`src/rtl/dac_sample_pacer.sv`:
```
// Paced sample FIFO for a DAC: buffers words from the SPI receive stage and
// releases one word every PACE_DIV clocks once primed, flagging overflow/underrun/late.
module dac_sample_pacer #(
    parameter int DEPTH       = 16,
    parameter int PACE_DIV    = 1000,
    parameter int PRIME_LEVEL = 4
) (
    input  logic                     clk,
    input  logic                     rst,
    input  logic [15:0]              in_data,
    input  logic                     in_valid,
    output logic                     in_ready,
    input  logic                     enable,
    output logic [15:0]              out_data,
    output logic                     out_valid,
    input  logic                     out_ready,
    output logic [$clog2(DEPTH):0]   level,
    output logic                     overflow,
    output logic                     underrun,
    output logic                     late,
    input  logic                     clear_flags
);

    localparam int AW = $clog2(DEPTH);
    localparam int LW = AW + 1;
    localparam int CW = $clog2(PACE_DIV);

    localparam logic [LW-1:0] FULL_LVL  = LW'(DEPTH);
    localparam logic [LW-1:0] PRIME_LVL = LW'(PRIME_LEVEL);
    localparam logic [CW-1:0] PACE_LAST = CW'(PACE_DIV - 1);

    typedef enum logic [1:0] {
        IDLE  = 2'd0,
        PRIME = 2'd1,
        RUN   = 2'd2
    } state_t;

    state_t            state_q, state_d;
    logic [15:0]       mem_q [DEPTH];
    logic [AW-1:0]     wr_ptr_q, wr_ptr_d;
    logic [AW-1:0]     rd_ptr_q, rd_ptr_d;
    logic [LW-1:0]     level_q, level_d;
    logic [CW-1:0]     pace_q, pace_d;
    logic [15:0]       out_data_q, out_data_d;
    logic              out_valid_q, out_valid_d;
    logic              ovf_q, ovf_d;
    logic              udr_q, udr_d;
    logic              late_q, late_d;

    logic full, empty, push, pop, tick;
    logic ovf_evt, udr_evt, late_evt;

    // Events are decoded from registered state only, so in_ready never
    // depends combinationally on a same-cycle pop.
    always_comb begin
        full     = (level_q == FULL_LVL);
        empty    = (level_q == '0);
        push     = in_valid && !full;
        ovf_evt  = in_valid && full;
        tick     = (state_q == RUN) && enable && (pace_q == PACE_LAST);
        pop      = tick && !empty && !out_valid_q;
        udr_evt  = tick && empty && !out_valid_q;
        late_evt = tick && out_valid_q;
    end

    always_comb begin
        state_d = state_q;
        case (state_q)
            IDLE: begin
                if (enable) state_d = PRIME;
            end
            PRIME: begin
                if (!enable)                   state_d = IDLE;
                else if (level_q >= PRIME_LVL) state_d = RUN;
            end
            RUN: begin
                if (!enable)      state_d = IDLE;
                else if (udr_evt) state_d = PRIME;
            end
            default: state_d = IDLE;
        endcase
    end

    always_comb begin
        wr_ptr_d = push ? wr_ptr_q + AW'(1) : wr_ptr_q;
        rd_ptr_d = pop  ? rd_ptr_q + AW'(1) : rd_ptr_q;

        level_d = level_q;
        case ({push, pop})
            2'b10:   level_d = level_q + LW'(1);
            2'b01:   level_d = level_q - LW'(1);
            default: level_d = level_q;
        endcase

        // Counter only advances while playing; any other state holds it at zero,
        // which also clears it on every entry into RUN.
        if ((state_q == RUN) && enable)
            pace_d = (pace_q == PACE_LAST) ? '0 : pace_q + CW'(1);
        else
            pace_d = '0;

        out_data_d = pop ? mem_q[rd_ptr_q] : out_data_q;

        if (!enable)
            out_valid_d = 1'b0;
        else if (pop)
            out_valid_d = 1'b1;
        else if (out_valid_q && out_ready)
            out_valid_d = 1'b0;
        else
            out_valid_d = out_valid_q;

        // A flag-setting event outranks a simultaneous clear.
        ovf_d  = ovf_evt  || (ovf_q  && !clear_flags);
        udr_d  = udr_evt  || (udr_q  && !clear_flags);
        late_d = late_evt || (late_q && !clear_flags);
    end

    always_ff @(posedge clk or posedge rst) begin
        if (rst) begin
            state_q     <= IDLE;
            wr_ptr_q    <= '0;
            rd_ptr_q    <= '0;
            level_q     <= '0;
            pace_q      <= '0;
            out_data_q  <= 16'h0000;
            out_valid_q <= 1'b0;
            ovf_q       <= 1'b0;
            udr_q       <= 1'b0;
            late_q      <= 1'b0;
        end else begin
            state_q     <= state_d;
            wr_ptr_q    <= wr_ptr_d;
            rd_ptr_q    <= rd_ptr_d;
            level_q     <= level_d;
            pace_q      <= pace_d;
            out_data_q  <= out_data_d;
            out_valid_q <= out_valid_d;
            ovf_q       <= ovf_d;
            udr_q       <= udr_d;
            late_q      <= late_d;
        end
    end

    // Storage array carries no reset; pointers and level define its contents.
    always_ff @(posedge clk) begin
        if (push) mem_q[wr_ptr_q] <= in_data;
    end

    assign in_ready  = !full;
    assign out_data  = out_data_q;
    assign out_valid = out_valid_q;
    assign level     = level_q;
    assign overflow  = ovf_q;
    assign underrun  = udr_q;
    assign late      = late_q;

endmodule
```
`config.mk`:
```
export PLATFORM = sky130hd
export DESIGN_NAME = dac_sample_pacer
export DESIGN_NICKNAME = d
export VERILOG_FILES = /design/src/rtl/dac_sample_pacer.sv
export SDC_FILE = /design/constraint.sdc
export NUM_CORES = 1
export LEC_CHECK = 0
export BUFFER_PORTS_ARGS = -buffer_cell sky130_fd_sc_hd__buf_4
export CAP_MARGIN = 20
export CORE_ASPECT_RATIO = 2
export CORE_MARGIN = 2
export CORE_UTILIZATION = 59
export CTS_CLUSTER_DIAMETER = 200
export DETAILED_ROUTE_END_ITERATION = 10
export PLACE_DENSITY = 0.77
export SYNTH_ARGS = -nofsm -noshare
export SYNTH_HDL_FRONTEND = slang
export SYNTH_SLANG_ARGS = --single-unit
```
`constraint.sdc`:
```
create_clock -name clk -period 9.3 [get_ports clk]
set_clock_uncertainty 0.1 [all_clocks]
set_input_delay 1.86 -clock clk [delete_from_list [all_inputs] [get_ports clk]]
set_output_delay 1.86 -clock clk [all_outputs]
set_load 0.1 [all_outputs]
```
==> flow_metrics.py <==
metrics = {
    "clocking": {
        "h-tree-depth": 1,
        "postCtsHoldBufs": 0,
        "path_clk_slew_ps": 70,
        "post_cts_buffers": 0,
        "clock_path_buffers": 3,
        "clk_latency_ps": 540,
        "cts_resized": 0,
        "cts_sinks": 301,
        "cts_made_buffers": 26,
        "cts_tree": "built",
        "cts_root_buf": "clkbuf_16",
    },
    "layout": {
        "n_antenna_cell": 0,
        "drive_gt1_share_pct": 29.0,
        "area_delta_synth_final_pct": 12.9,
        "fin_nets": 701,
        "final_area_um2": 13600,
    },
    "setup_path": {
        "reg2regPathDepth": 12,
        "crit_fanout": 10,
        "regToRegEndpoint": "level[4]",
        "crit_path_end_kind": "register",
        "path_delay_family": "simple AND/OR/NAND/NOR gates",
        "regToRegSetupSlack_ps": 5740,
        "cp_num_cells": 11,
        "worstPathRequired_ps": 9620,
        "critPathLaunchType": "input port",
        "arrival_ps": 4330,
        "cp-startpoint": "enable",
        "crit_buf_inv": 1,
        "max_stage_delay_ps": 520,
        "crit_path_end": "level[4]",
        "critPathSlowestCell": "or4_1",
        "path_cells": "buf_4 > nand3b_1 > or4_1 > nor2_1 > ha_1 > xor2_1 > ha_1 > o211a_1 > or4_1 > nand3_1 > nor3b_1",
        "reg2reg_from": "pace_q[0]",
        "critPathKind": "input port to register",
    },
    "global_route": {
        "grt_pass1_wl_um": 37200,
        "antenna_found_initial": 0,
        "overflow": 0,
        "first_global_vias": 6402,
        "grt.total_usage_pct": 23.6,
        "grt_max_degree": 66,
    },
    "route": {
        "post_drt_wl_per_cell_um": 25.7,
        "vias": 5839,
        "dr.pass1.iters": 4,
        "post_drt_via_cell_ratio": 6.14,
        "ant_nets": 0,
        "drc": 0,
        "first_iter_violations": 476,
        "wirelength_um": 24500,
    },
    "placement": {
        "dpl_worst_slack_ps": 4770,
        "placed_cell_area_um2": 12700,
        "place_congestion": 0.765,
        "place_hpwl_um": 14900,
        "portBuffers": 47,
    },
    "timing": {
        "setup_tns_ps": 0,
        "tightest_slew_ps": 1090,
        "min_period_over_period_pct": 43.0,
        "min_period_ps": 4000,
        "setup_violations": 0,
        "hold_viol": 0,
        "grt_setup_unrepaired": "no",
        "max_slew_margin_pct": 27.3,
        "maxSlewViolCount": 0,
        "max_freq_mhz": 250,
        "layout_setup_ws_ps": 5300,
    },
    "power": {
        "leakagePower_nw": 4.53,
        "ir_drop_uv": 175,
        "power_density_nw_per_um2": 229,
    },
    "floorplanning": {
        "die_x_um": 105,
        "chipHeight_um": 206,
        "ios": 48,
        "start_util_pct": 60.3,
        "core-area_um2": 19900,
        "design.die.area_um2": 21600,
        "rows": 73,
    },
    "yosys": {
        "synth_area_per_cell_um2": 19.9,
        "synth_nets": 636,
        "ys.warnings.count": 0,
        "seq_area_frac_synth_pct": 73.3,
        "ys_ff_latch": 301,
        "netlist_area_um2": 12000,
        "ys_types": 46,
        "synthCells": 604,
    },
    "run_status": {
        "outcome": "complete, no violations",
    },
    "flow_run": {
        "cap_violations": 0,
    },
    "min_path": {
        "min_path_type": "register to register",
    },
}
cells in the mapped netlist, drive strengths merged:
library cell | count | area, um^2
xnor2 | 8 | 70.1
or2 | 1 | 6.26
nor3b | 4 | 30.0
nand2 | 14 | 52.6
mux2i | 48 | 480
o21ai | 9 | 45.0
a21oi | 3 | 15.0
o31a | 1 | 8.76
nand3 | 7 | 35.0
o211a | 1 | 10.0
and4 | 1 | 8.76
xor2 | 9 | 78.8
nand4 | 2 | 12.5
or4 | 3 | 22.5
and3b | 1 | 8.76
mux2 | 18 | 233
nand2b | 9 | 63.8
mux4 | 64 | 1440
ha | 10 | 125
nand4bb | 1 | 11.3
nor4 | 2 | 18.8
clkbuf | 14 | 52.6
a21o | 1 | 7.51
a311oi | 1 | 8.76
o22ai | 2 | 12.5
buf | 16 | 91.3
inv | 8 | 30.0
nand3b | 1 | 7.51
nand4b | 1 | 8.76
and2 | 2 | 12.5
edfxtp | 256 | 7690
nor2 | 25 | 93.8
nor2b | 4 | 25.0
nor3 | 6 | 30.0
dfrtp | 45 | 1130
a21boi | 4 | 30.0
o32ai | 1 | 8.76
or3 | 1 | 6.26
layout make-up:
| cell class | count | area (um^2) |
|---|---|---|
| Clock inverter | 17 | 148 |
| Multi-Input combinational cell | 265 | 3050 |
| Fill cell | 1355 | 6340 |
| Tap cell | 262 | 328 |
| Sequential cell | 301 | 8820 |
| Inverter | 8 | 30.0 |
| Clock buffer | 31 | 691 |
| Timing Repair Buffer | 67 | 503 |
cells in the final DEF, fill, tap and decap left out, drive strengths merged, types with 2 or more instances in the layout:
master / n
edfxtp: 256
buf: 67
mux4: 64
mux2i: 48
dfrtp: 45
clkbuf: 31
nor2: 25
mux2: 18
nand2: 14
ha: 10
clkinv: 10
xor2: 9
nand2b: 9
o21ai: 9
inv: 9
xnor2: 8
nand3: 7
nor3: 6
nor2b: 4
nor3b: 4
clkinvlp: 4
a21boi: 4
or4: 3
a21oi: 3
o22ai: 2
and2: 2
nand4: 2
bufinv: 2
nor4: 2
cell families after synthesis:
logic type	Yosys count	synth area share [%]
mux	130	17.9
compound gates	23	1.22
simple gates	85	3.78
fa+ha+maj	10	1.04
flops	301	73.3
buf+inv	38	1.45
xor+xnor	17	1.24
sequential cells by signal, summed over array words and instances (netlist names):
| register | flops |
|---|---|
| out_data | 16 |
| late | 1 |
| underrun | 1 |
| state_q | 2 |
| rd_ptr_q | 4 |
| pace_q | 10 |
| wr_ptr_q | 4 |
| out_valid | 1 |
| overflow | 1 |
| mem_q | 256 |
| level | 5 |
per-stage QoR:
| step | total power, mW | utilization, % | hold WS (ps) | cells |
|---|---|---|---|---|
| global route | 3.20 | 68.2 | 395 | 951 |
| floorplan | 1.92 | - | 348 | 604 |
| CTS | 3.12 | 68.2 | 390 | 951 |
| finish | 3.10 | 68.2 | 395 | 951 |
| detailed placement | 2.07 | 63.9 | 380 | 903 |
| global placement | 2.04 | 63.9 | 361 | 903 |
metal layers:
layer / up-vias / track usage [%] / wire length, um
met5: - / 0 / 0
met4: 0 / 10.5 / 894
li1: 2535 / - / -
met2: 216 / 44.0 / 13800
met1: 3044 / 26.8 / 8530
met3: 44 / 3.10 / 1250
how the worst min path moves through the flow:
stage	from	slack, ps	end	cells past startpoint
after CTS	pace_q[0]	390	pace_q[0]	1
final	pace_q[0]	390	pace_q[0]	1
after global placement	pace_q[0]	360	pace_q[0]	1
after global routing	pace_q[0]	400	pace_q[0]	1
after floorplan	pace_q[0]	350	pace_q[0]	1
after detailed placement	pace_q[0]	380	pace_q[0]	1
worst register-to-register path: stages (launching register included):
cell       delay (ps)
dfrtp_1           390
ha_1              220
nand4bb_1         140
or2_2             320
or4_1             540
nor2_1            160
ha_1              390
xor2_1            140
ha_1              250
o211a_1           230
or4_1             410
nand3_1           100
nor3b_1            50
power by group:
part           internal [mW]  leakage (nW)  switching, mW
Clock                  0.590         0.401          0.468
Sequential              1.60          2.91         0.0719
Combinational          0.111          1.22          0.259
Total                   2.30          4.53          0.799
No activity file was read; power rests on OpenSTA's default activity.
